## config.mk

```make
export PLATFORM = sky130hd
export DESIGN_NAME = uart_tx_fifo_engine_flat
export DESIGN_NICKNAME = d
export VERILOG_FILES = /design/src/rtl/uart_pkg.sv /design/src/rtl/uart_tx_fifo_engine_if.sv /design/src/rtl/uart_tx_fifo.sv /design/src/rtl/uart_tx_fifo_engine.sv /design/src/flat_wrapper.sv
export SDC_FILE = /design/constraint.sdc
export NUM_CORES = 1
export LEC_CHECK = 0
export ABC_AREA = 0
export CAP_MARGIN = 15
export CORE_MARGIN = 3
export CORE_UTILIZATION = 60
export CTS_CLUSTER_SIZE = 24
export DETAILED_ROUTE_END_ITERATION = 12
export PLACE_DENSITY = 0.79
export SLEW_MARGIN = 20
export SYNTH_ARGS = -nofsm -noshare
export SYNTH_HDL_FRONTEND = slang
export SYNTH_SLANG_ARGS = --single-unit
```

## constraint.sdc

```tcl
create_clock -name clk -period 5 [get_ports clk]
set_clock_uncertainty 0.2 [all_clocks]
set_input_delay 0.5 -clock clk [delete_from_list [all_inputs] [get_ports clk]]
set_output_delay 0.5 -clock clk [all_outputs]
set_load 0.1 [all_outputs]
```

## src/rtl/uart_pkg.sv

```systemverilog
// Shared UART definitions: transmitter state encoding, parity and stop-bit selectors.
// Kept separate so the future receiver can use the same encodings.
package uart_pkg;

    typedef enum logic [2:0] {
        IDLE      = 3'd0,
        START     = 3'd1,
        DATA      = 3'd2,
        PARITY    = 3'd3,
        STOP      = 3'd4,
        BRK_GUARD = 3'd5
    } tx_state_t;

    localparam logic PAR_EVEN = 1'b0;
    localparam logic PAR_ODD  = 1'b1;
    localparam logic STOP_1   = 1'b0;
    localparam logic STOP_2   = 1'b1;

    // Parity bit from the XOR of the transmitted data bits and the odd/even selector.
    function automatic logic parity_bit(input logic data_xor, input logic ohel);
        return data_xor ^ (ohel != PAR_EVEN);
    endfunction

endpackage

```

## src/rtl/uart_tx_fifo_engine_if.sv

```systemverilog
// Port bundle between the PicoBlaze output side (master) and the UART TX engine (slave).
// The brk signal exists only when UART_TX_BREAK_EN is defined.
interface uart_tx_fifo_engine_if #(
    parameter int DATA_W = 8,
    parameter int DEPTH  = 16,
    parameter int BAUD_W = 20
);
    localparam int CNT_W = $clog2(DEPTH) + 1;

    logic              ld;
    logic [DATA_W-1:0] out_port;
    logic              bit8;
    logic              pen;
    logic              ohel;
    logic              stop2;
    logic [BAUD_W-1:0] baud_rate;
`ifdef UART_TX_BREAK_EN
    logic              brk;
`endif
    logic              tx;
    logic              txrdy;
    logic              tx_busy;
    logic [CNT_W-1:0]  fifo_count;
    logic              overflow;

    modport master (
        output ld, out_port, bit8, pen, ohel, stop2, baud_rate,
`ifdef UART_TX_BREAK_EN
        output brk,
`endif
        input  tx, txrdy, tx_busy, fifo_count, overflow
    );

    modport slave (
        input  ld, out_port, bit8, pen, ohel, stop2, baud_rate,
`ifdef UART_TX_BREAK_EN
        input  brk,
`endif
        output tx, txrdy, tx_busy, fifo_count, overflow
    );

endinterface

```

## src/rtl/uart_tx_fifo.sv

```systemverilog
// Synchronous show-ahead FIFO for the UART transmitter: DEPTH x DATA_W, same-cycle
// pop frees the slot for a push into a full FIFO.
module uart_tx_fifo #(
    parameter int DATA_W = 8,
    parameter int DEPTH  = 16
) (
    input  logic                   clk,
    input  logic                   reset,
    input  logic                   wr,
    input  logic [DATA_W-1:0]      wr_data,
    input  logic                   rd,
    output logic [DATA_W-1:0]      rd_data,
    output logic                   full,
    output logic                   empty,
    output logic [$clog2(DEPTH):0] count
);
    localparam int AW = $clog2(DEPTH);

    logic [DATA_W-1:0] mem [DEPTH];
    logic [AW-1:0]     wr_ptr;
    logic [AW-1:0]     rd_ptr;
    logic [AW:0]       count_q;
    logic              do_wr;
    logic              do_rd;

    assign empty   = (count_q == '0);
    assign full    = (count_q == (AW+1)'(DEPTH));
    assign do_rd   = rd && !empty;
    assign do_wr   = wr && (!full || do_rd);
    assign rd_data = mem[rd_ptr];
    assign count   = count_q;

    // NOTE: the storage array has no reset; only pointers and count define validity,
    // so clearing it would cost a reset net per bit for no functional gain.
    always_ff @(posedge clk) begin
        if (do_wr) begin
            mem[wr_ptr] <= wr_data;
        end
    end

    // NOTE: sequential state uses non-blocking assignments so every register samples
    // pre-edge values regardless of statement order.
    always_ff @(posedge clk) begin
        if (reset) begin
            wr_ptr  <= '0;
            rd_ptr  <= '0;
            count_q <= '0;
        end else begin
            if (do_wr) begin
                wr_ptr <= wr_ptr + 1'b1;
            end
            if (do_rd) begin
                rd_ptr <= rd_ptr + 1'b1;
            end
            case ({do_wr, do_rd})
                2'b10:   count_q <= count_q + 1'b1;
                2'b01:   count_q <= count_q - 1'b1;
                default: count_q <= count_q;
            endcase
        end
    end

endmodule

```

## src/rtl/uart_tx_fifo_engine.sv

```systemverilog
// UART transmitter with TX FIFO: 7/8 data bits, optional odd/even parity, 1/2 stop bits.
// Define UART_TX_BREAK_EN to add the brk port and break/guard-time logic.
module uart_tx_fifo_engine
    import uart_pkg::*;
#(
    parameter int DATA_W = 8,
    parameter int DEPTH  = 16,
    parameter int BAUD_W = 20
) (
    input  logic                 clk,
    input  logic                 reset,
    uart_tx_fifo_engine_if.slave bus
);
    localparam int CNT_W = $clog2(DEPTH) + 1;

    tx_state_t         state;
    logic [BAUD_W-1:0] baud_cnt;
    logic [BAUD_W-1:0] baud_m1;
    logic [2:0]        bit_idx;
    logic [7:0]        shift_q;
    logic              par_acc;
    logic              bit8_q;
    logic              pen_q;
    logic              ohel_q;
    logic              stop2_q;
    logic              tx_q;
    logic              overflow_q;

    logic              fifo_rd;
    logic              fifo_full;
    logic              fifo_empty;
    logic [DATA_W-1:0] fifo_head;
    logic [CNT_W-1:0]  fifo_count;

    logic              line_level;
    logic              idle_level;
    logic              idle_hold;
    logic              bit_done;
    logic              last_data;
    logic              last_stop;

    // A baud_rate of 0 behaves as 1 cycle per bit.
    function automatic logic [BAUD_W-1:0] period_m1(input logic [BAUD_W-1:0] baud);
        return (baud == '0) ? '0 : baud - 1'b1;
    endfunction

    uart_tx_fifo #(
        .DATA_W (DATA_W),
        .DEPTH  (DEPTH)
    ) u_fifo (
        .clk     (clk),
        .reset   (reset),
        .wr      (bus.ld),
        .wr_data (bus.out_port),
        .rd      (fifo_rd),
        .rd_data (fifo_head),
        .full    (fifo_full),
        .empty   (fifo_empty),
        .count   (fifo_count)
    );

    assign bit_done  = (baud_cnt == '0);
    assign last_data = (bit_idx == (bit8_q ? 3'd7 : 3'd6));
    assign last_stop = (stop2_q != STOP_2) || bit_idx[0];

`ifdef UART_TX_BREAK_EN
    // Remembers a break seen in IDLE so its release can be followed by the guard bit.
    logic brk_seen;

    always_ff @(posedge clk) begin
        if (reset) begin
            brk_seen <= 1'b0;
        end else if (state == IDLE) begin
            brk_seen <= bus.brk;
        end
    end

    assign idle_hold  = bus.brk || brk_seen;
    assign idle_level = !brk_seen;
`else
    assign idle_hold  = 1'b0;
    assign idle_level = 1'b1;
`endif

    // Pop happens from IDLE, or at the very end of the stop/guard period for back-to-back frames.
    // NOTE: every always_comb output gets a default first so no path can infer a latch.
    always_comb begin
        fifo_rd = 1'b0;
        case (state)
            IDLE:      fifo_rd = !fifo_empty && !idle_hold;
            STOP:      fifo_rd = bit_done && last_stop && !fifo_empty;
            BRK_GUARD: fifo_rd = bit_done && !fifo_empty;
            default:   fifo_rd = 1'b0;
        endcase
    end

    always_comb begin
        line_level = 1'b1;
        case (state)
            IDLE:    line_level = idle_level;
            START:   line_level = 1'b0;
            DATA:    line_level = shift_q[0];
            PARITY:  line_level = parity_bit(par_acc, ohel_q);
            default: line_level = 1'b1;
        endcase
    end

    always_ff @(posedge clk) begin
        if (reset) begin
            state    <= IDLE;
            baud_cnt <= '0;
            baud_m1  <= '0;
            bit_idx  <= '0;
            shift_q  <= '0;
            par_acc  <= 1'b0;
            bit8_q   <= 1'b0;
            pen_q    <= 1'b0;
            ohel_q   <= 1'b0;
            stop2_q  <= 1'b0;
        end else if (fifo_rd) begin
            // Frame format is frozen here; later input changes wait for the next pop.
            state    <= START;
            shift_q  <= fifo_head[7:0];
            bit8_q   <= bus.bit8;
            pen_q    <= bus.pen;
            ohel_q   <= bus.ohel;
            stop2_q  <= bus.stop2;
            baud_m1  <= period_m1(bus.baud_rate);
            baud_cnt <= period_m1(bus.baud_rate);
            bit_idx  <= '0;
            par_acc  <= 1'b0;
`ifdef UART_TX_BREAK_EN
        end else if (state == IDLE && brk_seen && !bus.brk) begin
            state    <= BRK_GUARD;
            baud_m1  <= period_m1(bus.baud_rate);
            baud_cnt <= period_m1(bus.baud_rate);
`endif
        end else if (state != IDLE) begin
            if (!bit_done) begin
                baud_cnt <= baud_cnt - 1'b1;
            end else begin
                baud_cnt <= baud_m1;
                case (state)
                    START: begin
                        state <= DATA;
                    end
                    DATA: begin
                        par_acc <= par_acc ^ shift_q[0];
                        shift_q <= {1'b0, shift_q[7:1]};
                        if (last_data) begin
                            bit_idx <= '0;
                            state   <= pen_q ? PARITY : STOP;
                        end else begin
                            bit_idx <= bit_idx + 1'b1;
                        end
                    end
                    PARITY: begin
                        state <= STOP;
                    end
                    STOP: begin
                        if (last_stop) begin
                            state <= IDLE;
                        end else begin
                            bit_idx <= bit_idx + 1'b1;
                        end
                    end
                    default: begin
                        state <= IDLE;
                    end
                endcase
            end
        end
    end

    // The line is a register fed by the state decode, so tx trails the state by one cycle.
    always_ff @(posedge clk) begin
        if (reset) begin
            tx_q       <= 1'b1;
            overflow_q <= 1'b0;
        end else begin
            tx_q <= line_level;
            if (bus.ld && fifo_full && !fifo_rd) begin
                overflow_q <= 1'b1;
            end
        end
    end

    assign bus.tx         = tx_q;
    assign bus.txrdy      = !fifo_full;
    assign bus.tx_busy    = (state != IDLE) || !fifo_empty;
    assign bus.fifo_count = fifo_count;
    assign bus.overflow   = overflow_q;

endmodule

```

## src/flat_wrapper.sv

```systemverilog
// flat-port wrapper written by rule: the top's interface ports become plain ports
module uart_tx_fifo_engine_flat import uart_pkg::*;
#(
    parameter int DATA_W = 8,
    parameter int DEPTH  = 16,
    parameter int BAUD_W = 20
)
  (clk, reset, bus_ld, bus_out_port, bus_bit8, bus_pen, bus_ohel, bus_stop2, bus_baud_rate, bus_tx, bus_txrdy, bus_tx_busy, bus_fifo_count, bus_overflow);
  uart_tx_fifo_engine_if #(.DATA_W(DATA_W), .DEPTH(DEPTH), .BAUD_W(BAUD_W)) bus_i ();
  input  logic clk;
  input  logic reset;
  input wire logic [$bits(bus_i.ld)-1:0] bus_ld;
  input wire logic [$bits(bus_i.out_port)-1:0] bus_out_port;
  input wire logic [$bits(bus_i.bit8)-1:0] bus_bit8;
  input wire logic [$bits(bus_i.pen)-1:0] bus_pen;
  input wire logic [$bits(bus_i.ohel)-1:0] bus_ohel;
  input wire logic [$bits(bus_i.stop2)-1:0] bus_stop2;
  input wire logic [$bits(bus_i.baud_rate)-1:0] bus_baud_rate;
  output wire logic [$bits(bus_i.tx)-1:0] bus_tx;
  output wire logic [$bits(bus_i.txrdy)-1:0] bus_txrdy;
  output wire logic [$bits(bus_i.tx_busy)-1:0] bus_tx_busy;
  output wire logic [$bits(bus_i.fifo_count)-1:0] bus_fifo_count;
  output wire logic [$bits(bus_i.overflow)-1:0] bus_overflow;
  assign bus_i.ld = bus_ld;
  assign bus_i.out_port = bus_out_port;
  assign bus_i.bit8 = bus_bit8;
  assign bus_i.pen = bus_pen;
  assign bus_i.ohel = bus_ohel;
  assign bus_i.stop2 = bus_stop2;
  assign bus_i.baud_rate = bus_baud_rate;
  assign bus_tx = bus_i.tx;
  assign bus_txrdy = bus_i.txrdy;
  assign bus_tx_busy = bus_i.tx_busy;
  assign bus_fifo_count = bus_i.fifo_count;
  assign bus_overflow = bus_i.overflow;
  uart_tx_fifo_engine #(.DATA_W(DATA_W), .DEPTH(DEPTH), .BAUD_W(BAUD_W)) u_core (.clk(clk), .reset(reset), .bus(bus_i));
endmodule
```

==> flow_summary.ini, run 1 <==
[power_and_ir_drop]
max-vdd-ir-drop_uv = 350.6
power.density_nw_per_um2 = 570.5
p_leak_uw = 0.003458

[finish]
antenna_cells = 0
area_growth_pct = 14.04
final_cell_mix = 128 x edfxtp_1, 78 x nor2_1, 77 x dfxtp_1
drive_gt1_share_pct = 13.02
final_net_count = 832
final_common_cell = edfxtp_1

[yosys]
synth_seq_cells = 206
ys_async_sr_fraction_pct = 0
avgSynthCellArea_um2 = 12.15
synthesis.area_um2 = 9170
ys.flop_type = edfxtp_1
yosys.area.top_type_share_pct = 41.92
ys_types = 57
ys_top_cells_by_area = edfxtp_1 42%, dfxtp_1 17%, mux4_2 9.8%
yosys_warnings = 0
syn_nets = 801
yosys.area.top_type = edfxtp_1
synth_edf_count = 128
ys_seq_area_share_pct = 58.94
synthCells = 755

[worst_setup_path]
r2r-end = u_core.u_fifo.mem[6][3]
reg2reg_depth = 7
cp.required_ns = 4.30
crit_path_end_kind = primary output
rr_startpoint = u_core.baud_cnt[4]
regToRegSetupSlack_ns = 1.20
crit_path_max_fanout = 27
critPathKind = flop to primary output
arrival_ns = 3.32
cp-start-kind = flop

[drt]
via_per_inst = 6.411
first_pass_iters = 5
routedWlPerCell_um = 21.27
antenna_left = 0
first_iter_violations = 573
drc = 0
vias = 6302
wirelength_um = 20900

[placement]
pre_cts_slack_ns = 1.232
dp_hpwl_um = 13720
port_buffers = 43
gp_congestion = 0.9034

[timing]
slew_viol_final = 0
period_needed_ns = 4.025
worst_slew_pin_slew_ns = 1.046
finalSetupTns_ns = 0
rsz0062_at_grt = false
slew_headroom_pct = 29.91
finalCritPeriodShare_pct = 80.50
finalHoldViolCount = 0
fmax_mhz = 248.5
finalSetupViolations = 0
setup_ws_ns = 0.9751

[die]
design.die.area_um2 = 16800
initial_core_util_pct = 62.15
die-width_um = 129.6
ios = 44
die_h_um = 129.6
rows = 44
design.core.area_um2 = 14750

[clock_tree]
cts_root_buf = clkbuf_16
cts_tree = done
clk_latency_ns = 0.52
clockBufferDepth = 3
cts_resized = 0
cts.sinks = 206
holdBufCountCts = 0
htree_levels = 1
postCtsSetupBuffers = 0
cts_buffers = 22
clk_pin_slew_worst_paths_ns = 0.06

[grt]
first_global_vias = 6155
grt_remaining_overflow = 0
antenna_found_initial = 0
grt_max_degree = 55
track_usage_pct = 25.76
grt_pass1_wl_um = 33640

[outcome]
status = finished clean

[worst_hold_path]
hold_start = reset
worstHoldPathType = input port to flop
whs_endpoint = u_core.pen_q
holdPathStages = 2

[flow_run]
drv_cap = 0
==> cell families after synthesis <==
group,after synthesis,share of synthesized area [%]
AND/OR/NAND/NOR,270,14.31
flip-flops,206,58.94
AO/OA/AOI/OAI,125,8.541
buffers and inverters,58,2.470
multiplexers,44,10.32
XOR/XNOR,41,3.916
adder cells (fa/ha/maj),11,1.501
==> cell usage after synthesis (3+ instances only) <==
cell type / n
nor3b_1: 3
buf_2: 4
a31oi_1: 3
nor3_1: 36
xnor2_1: 23
mux4_2: 40
inv_1: 10
ha_1: 11
edfxtp_1: 128
or3_1: 11
nor4_1: 15
xor2_1: 18
dfxtp_1: 78
o211ai_1: 6
o21a_1: 3
buf_1: 7
a21o_1: 3
nor2b_1: 4
a311oi_1: 6
nand2b_1: 7
and3_1: 3
a211oi_1: 11
nor2_1: 79
or4_1: 9
clkbuf_1: 36
nand3_1: 7
a21oi_1: 50
o21ai_0: 19
mux2_2: 4
nand2_1: 76
a22oi_1: 10
==> worst max-delay path by stage <==
stage,startpoint,to,slack (ns)
4_1_cts,u_core.u_fifo.count[1],bus_tx_busy,0.96
3_5_place_dp,u_core.baud_cnt[4],u_core.u_fifo.mem[9][7],1.23
2_1_floorplan,u_core.u_fifo.count[1],u_core.u_fifo.mem[0][0],1.26
6_report,u_core.u_fifo.count[1],bus_tx_busy,0.98
5_1_grt,u_core.u_fifo.count[1],bus_tx_busy,0.80
3_3_place_gp,u_core.baud_cnt[4],u_core.u_fifo.count[4],1.33
==> sequential cells by signal, summed over array words and instances, names as in the netlist, 3 cells and up, named ones only <==
register,flops
u_core.baud_cnt,20
u_core.baud_m1,20
u_core.bit_idx,3
u_core.shift_q,8
u_core.state,3
u_core.u_fifo.count,5
u_core.u_fifo.mem,128
u_core.u_fifo.rd_ptr,4
u_core.u_fifo.wr_ptr,4
==> metal layers <==
metal / GRT usage, % / share of wire (%) / vias to the layer above
met4: 6.112 / 2.1 / 0
met2: 45.53 / 52 / 235
met3: 3.710 / 5.5 / 39
met5: 0 / 0 / -
li1: - / - / 2880
met1: 34.00 / 40 / 3148
==> critical path, cell delays in order (launching register included) <==
cell	delay, ns
dfxtp_1	0.39
nor4_1	0.45
nor2b_1	0.59
nand2_1	0.11
buf_4	0.26
clkdlybuf4s50_1	1.00
==> power by group <==
part | switching [uW] | internal, uW | total [uW]
clock network | 652 | 965 | 1620
logic | 1210 | 821 | 2030
registers | 270 | 2050 | 2320
total | 2130 | 3830 | 5970
==> cell type report <==
class,instances,area [um^2]
sequential,206,5409
clock buffer,25,561.8
clock inverter,12,162.7
multi-input combinational,491,3541
tap,184,230.2
inverter,10,37.54
fill,1010,4297
timing repair buffer,55,515.5
==> stage by stage <==
step           total power, uW  hold WS, ns  std cells  cell area [um^2]  utilization [%]
2_1_floorplan             3825       0.2322        755              9170                -
3_3_place_gp              4286       0.2420        946              9731            65.95
3_5_place_dp              4354       0.2491        946              9731            65.95
4_1_cts                   5972       0.2029        983             10460            70.86
5_1_grt                   6267       0.2230        983             10460            70.88
6_report                  5966       0.2156        983             10460            70.88
(Power assumes the default switching activity.)
==> run 2, diff against run 1 <==
--- a/config.mk
+++ b/config.mk
@@ -8,10 +8,10 @@
 export ABC_AREA = 0
 export CAP_MARGIN = 15
 export CORE_MARGIN = 3
-export CORE_UTILIZATION = 60
+export CORE_UTILIZATION = 54
 export CTS_CLUSTER_SIZE = 24
 export DETAILED_ROUTE_END_ITERATION = 12
-export PLACE_DENSITY = 0.79
+export PLACE_DENSITY = 0.75
 export SLEW_MARGIN = 20
 export SYNTH_ARGS = -nofsm -noshare
 export SYNTH_HDL_FRONTEND = slang
==> constraint.sdc (replaced) <==
create_clock -name clk -period 3.6 [get_ports clk]
set_clock_uncertainty 0.2 [all_clocks]
set_input_delay 0.36 -clock clk [delete_from_list [all_inputs] [get_ports clk]]
set_output_delay 0.36 -clock clk [all_outputs]
set_load 0.1 [all_outputs]
==> run 2 against run 1 <==
Core utilization decreased by 6.1 points. Hold slack improved by 0.0020 ns. Combinational power increased by 52%. Wire length increased by 0.99%. Critical path depth increased by 7. Die area increased by 11%. Via count increased by 1.5%. Cell count increased by 6.8%. Largest power group unchanged.
==> flow_summary.ini, run 2 (same netlist as run 1, synthesis figures left out) <==
[worst_setup_path]
slowest_delay_ns = 0.58
crit_path_end_kind = flop
crit_path_max_fanout = 5
rr_startpoint = u_core.baud_cnt[0]
crit_top_cell = ha_1
cp-start-kind = flop
critPathKind = flop to flop
critPathLaunch = u_core.baud_cnt[0]
cp.required_ns = 3.80
slowest_stage = or4_4
crit_chain = inv_1 > ha_1 > or3b_2 > or4_4 > o21ai_4 > nand2_2 > xnor2_1 > ha_1 > or3_1 > a21oi_1 > a32oi_1 > mux2_2
reg2reg_depth = 12
arrival_ns = 3.66

[outcome]
status = finished clean

[clock_tree]
postCtsSetupBuffers = 0
cts_root_buf = clkbuf_16
clk_latency_ns = 0.51
holdBufCountCts = 0
cts_buffers = 22
cts_tree = done
clk_pin_slew_worst_paths_ns = 0.06
clockBufferDepth = 3
htree_levels = 1
cts.sinks = 206

[power_and_ir_drop]
power.density_nw_per_um2 = 783.5
max-vdd-ir-drop_uv = 575.8
p_leak_uw = 0.003626

[die]
die-width_um = 136.3
rows = 47
design.die.area_um2 = 18580
ios = 44
die_h_um = 136.3
initial_core_util_pct = 55.30
design.core.area_um2 = 16580

[worst_hold_path]
hold_start = bus_stop2
worstHoldPathType = input port to flop
holdPathStages = 3

[timing]
rsz0062_at_grt = false
worst_slew_pin_slew_ns = 0.9794
finalSetupViolations = 0
finalSetupTns_ns = 0
slew_headroom_pct = 34.50
timing.hold.ws_ns = 0.2175
fmax_mhz = 288.7
finalHoldViolCount = 0
period_needed_ns = 3.464
finalCritPeriodShare_pct = 96.23
slew_viol_final = 0

[finish]
drive_gt1_share_pct = 16.75
final_common_cell = edfxtp_1
reg_top3 = u_core.u_fifo.mem: 128 flops, u_core.baud_cnt: 20 flops, u_core.baud_m1: 20 flops
fillers = 1268
antenna_cells = 0
final_core_util_pct = 64.80
max_flop_register = u_core.u_fifo.mem
area_growth_pct = 17.19
final_cell_mix = 128 x edfxtp_1, 78 x nor2_1, 77 x dfxtp_1
largest_reg_flops = 128
multi_input_area_um2 = 3562
seqCellArea_um2 = 5406
final_net_count = 862
final_area_um2 = 10750

[grt]
antenna_found_initial = 0
grt_remaining_overflow = 0
first_global_vias = 6385
track_usage_pct = 23.39
grt_pass1_wl_um = 34020
grt_max_degree = 48

[placement]
dp_hpwl_um = 14110
gp_congestion = 0.8600
dpl_cell_area_um2 = 10020
port_buffers = 43

[drt]
routedWlPerCell_um = 20.10
via_per_inst = 6.092
first_pass_iters = 4
first_iter_violations = 590
drc = 0
wirelength_um = 21110
vias = 6397
antenna_left = 0

[flow_run]
drv_cap = 0
## run 2: cell count changes in the layout (fill, tap and decap cells not counted), sizes merged
cell	change
clkinv	+1
clkinvlp	-3
bufinv	-1
buf	+32
clkdlybuf4s50	-2
clkbuf	+4
## run 2: critical path, delay by kind of cell (launching register included)
family | cells | cell delay, ns
AOI/OAI and AO/OA | 3 | 0.48
xor gates and xnor gates | 1 | 0.14
adders and majority gates | 2 | 0.38
buffers and inverters | 1 | 0.10
DFF | 1 | 0.34
muxes | 1 | 0.28
and+or+nand+nor | 4 | 1.46
## run 2: worst paths after layout
check	endpoint	slack (ns)
min reg2reg	u_core.baud_m1[1]	0.26
max	u_core.u_fifo.count[4]	0.14
min	u_core.stop2_q	0.22
max reg2reg	u_core.u_fifo.count[4]	0.14
## run 2: cell type report
class,instances,share of cell area [%]
multi-input cells,491,33.15
repair buffers,85,7.079
well taps,220,2.561
inverters,10,0.3493
clock buffers,29,5.554
flip-flops and latches,206,50.31
clock inverters,9,1.001
## run 2: repair_timing
item,in CTS,in global routing
endpoints found under the setup margin,1,25
pin swaps,0,1
gates resized for setup,1,4
## run 2: where the power goes
part           switching [uW]  internal, uW  leakage (uW)  total, uW
Clock                     876          1310      0.000346       2190
Sequential                305          2840       0.00180       3140
Combinational            1830          1260       0.00148       3090
## run 2: layer usage
metal  wire length, um  share of wire (%)  track usage [%]
met1              8604                 41            29.78
met2             10660                 50            40.86
met3              1147                5.4            3.701
met4               699                3.3            8.007
met5                 0                  0                0
## run 2: stage by stage
step	power [uW]	std cells	setup WS (ns)
floorplan	5316	755	0.05100
detailed placement	6215	1012	0.01440
global placement	6092	1012	0.09688
CTS	8434	1050	0.05348
finish	8420	1050	0.1356
global route	8858	1050	0.02686
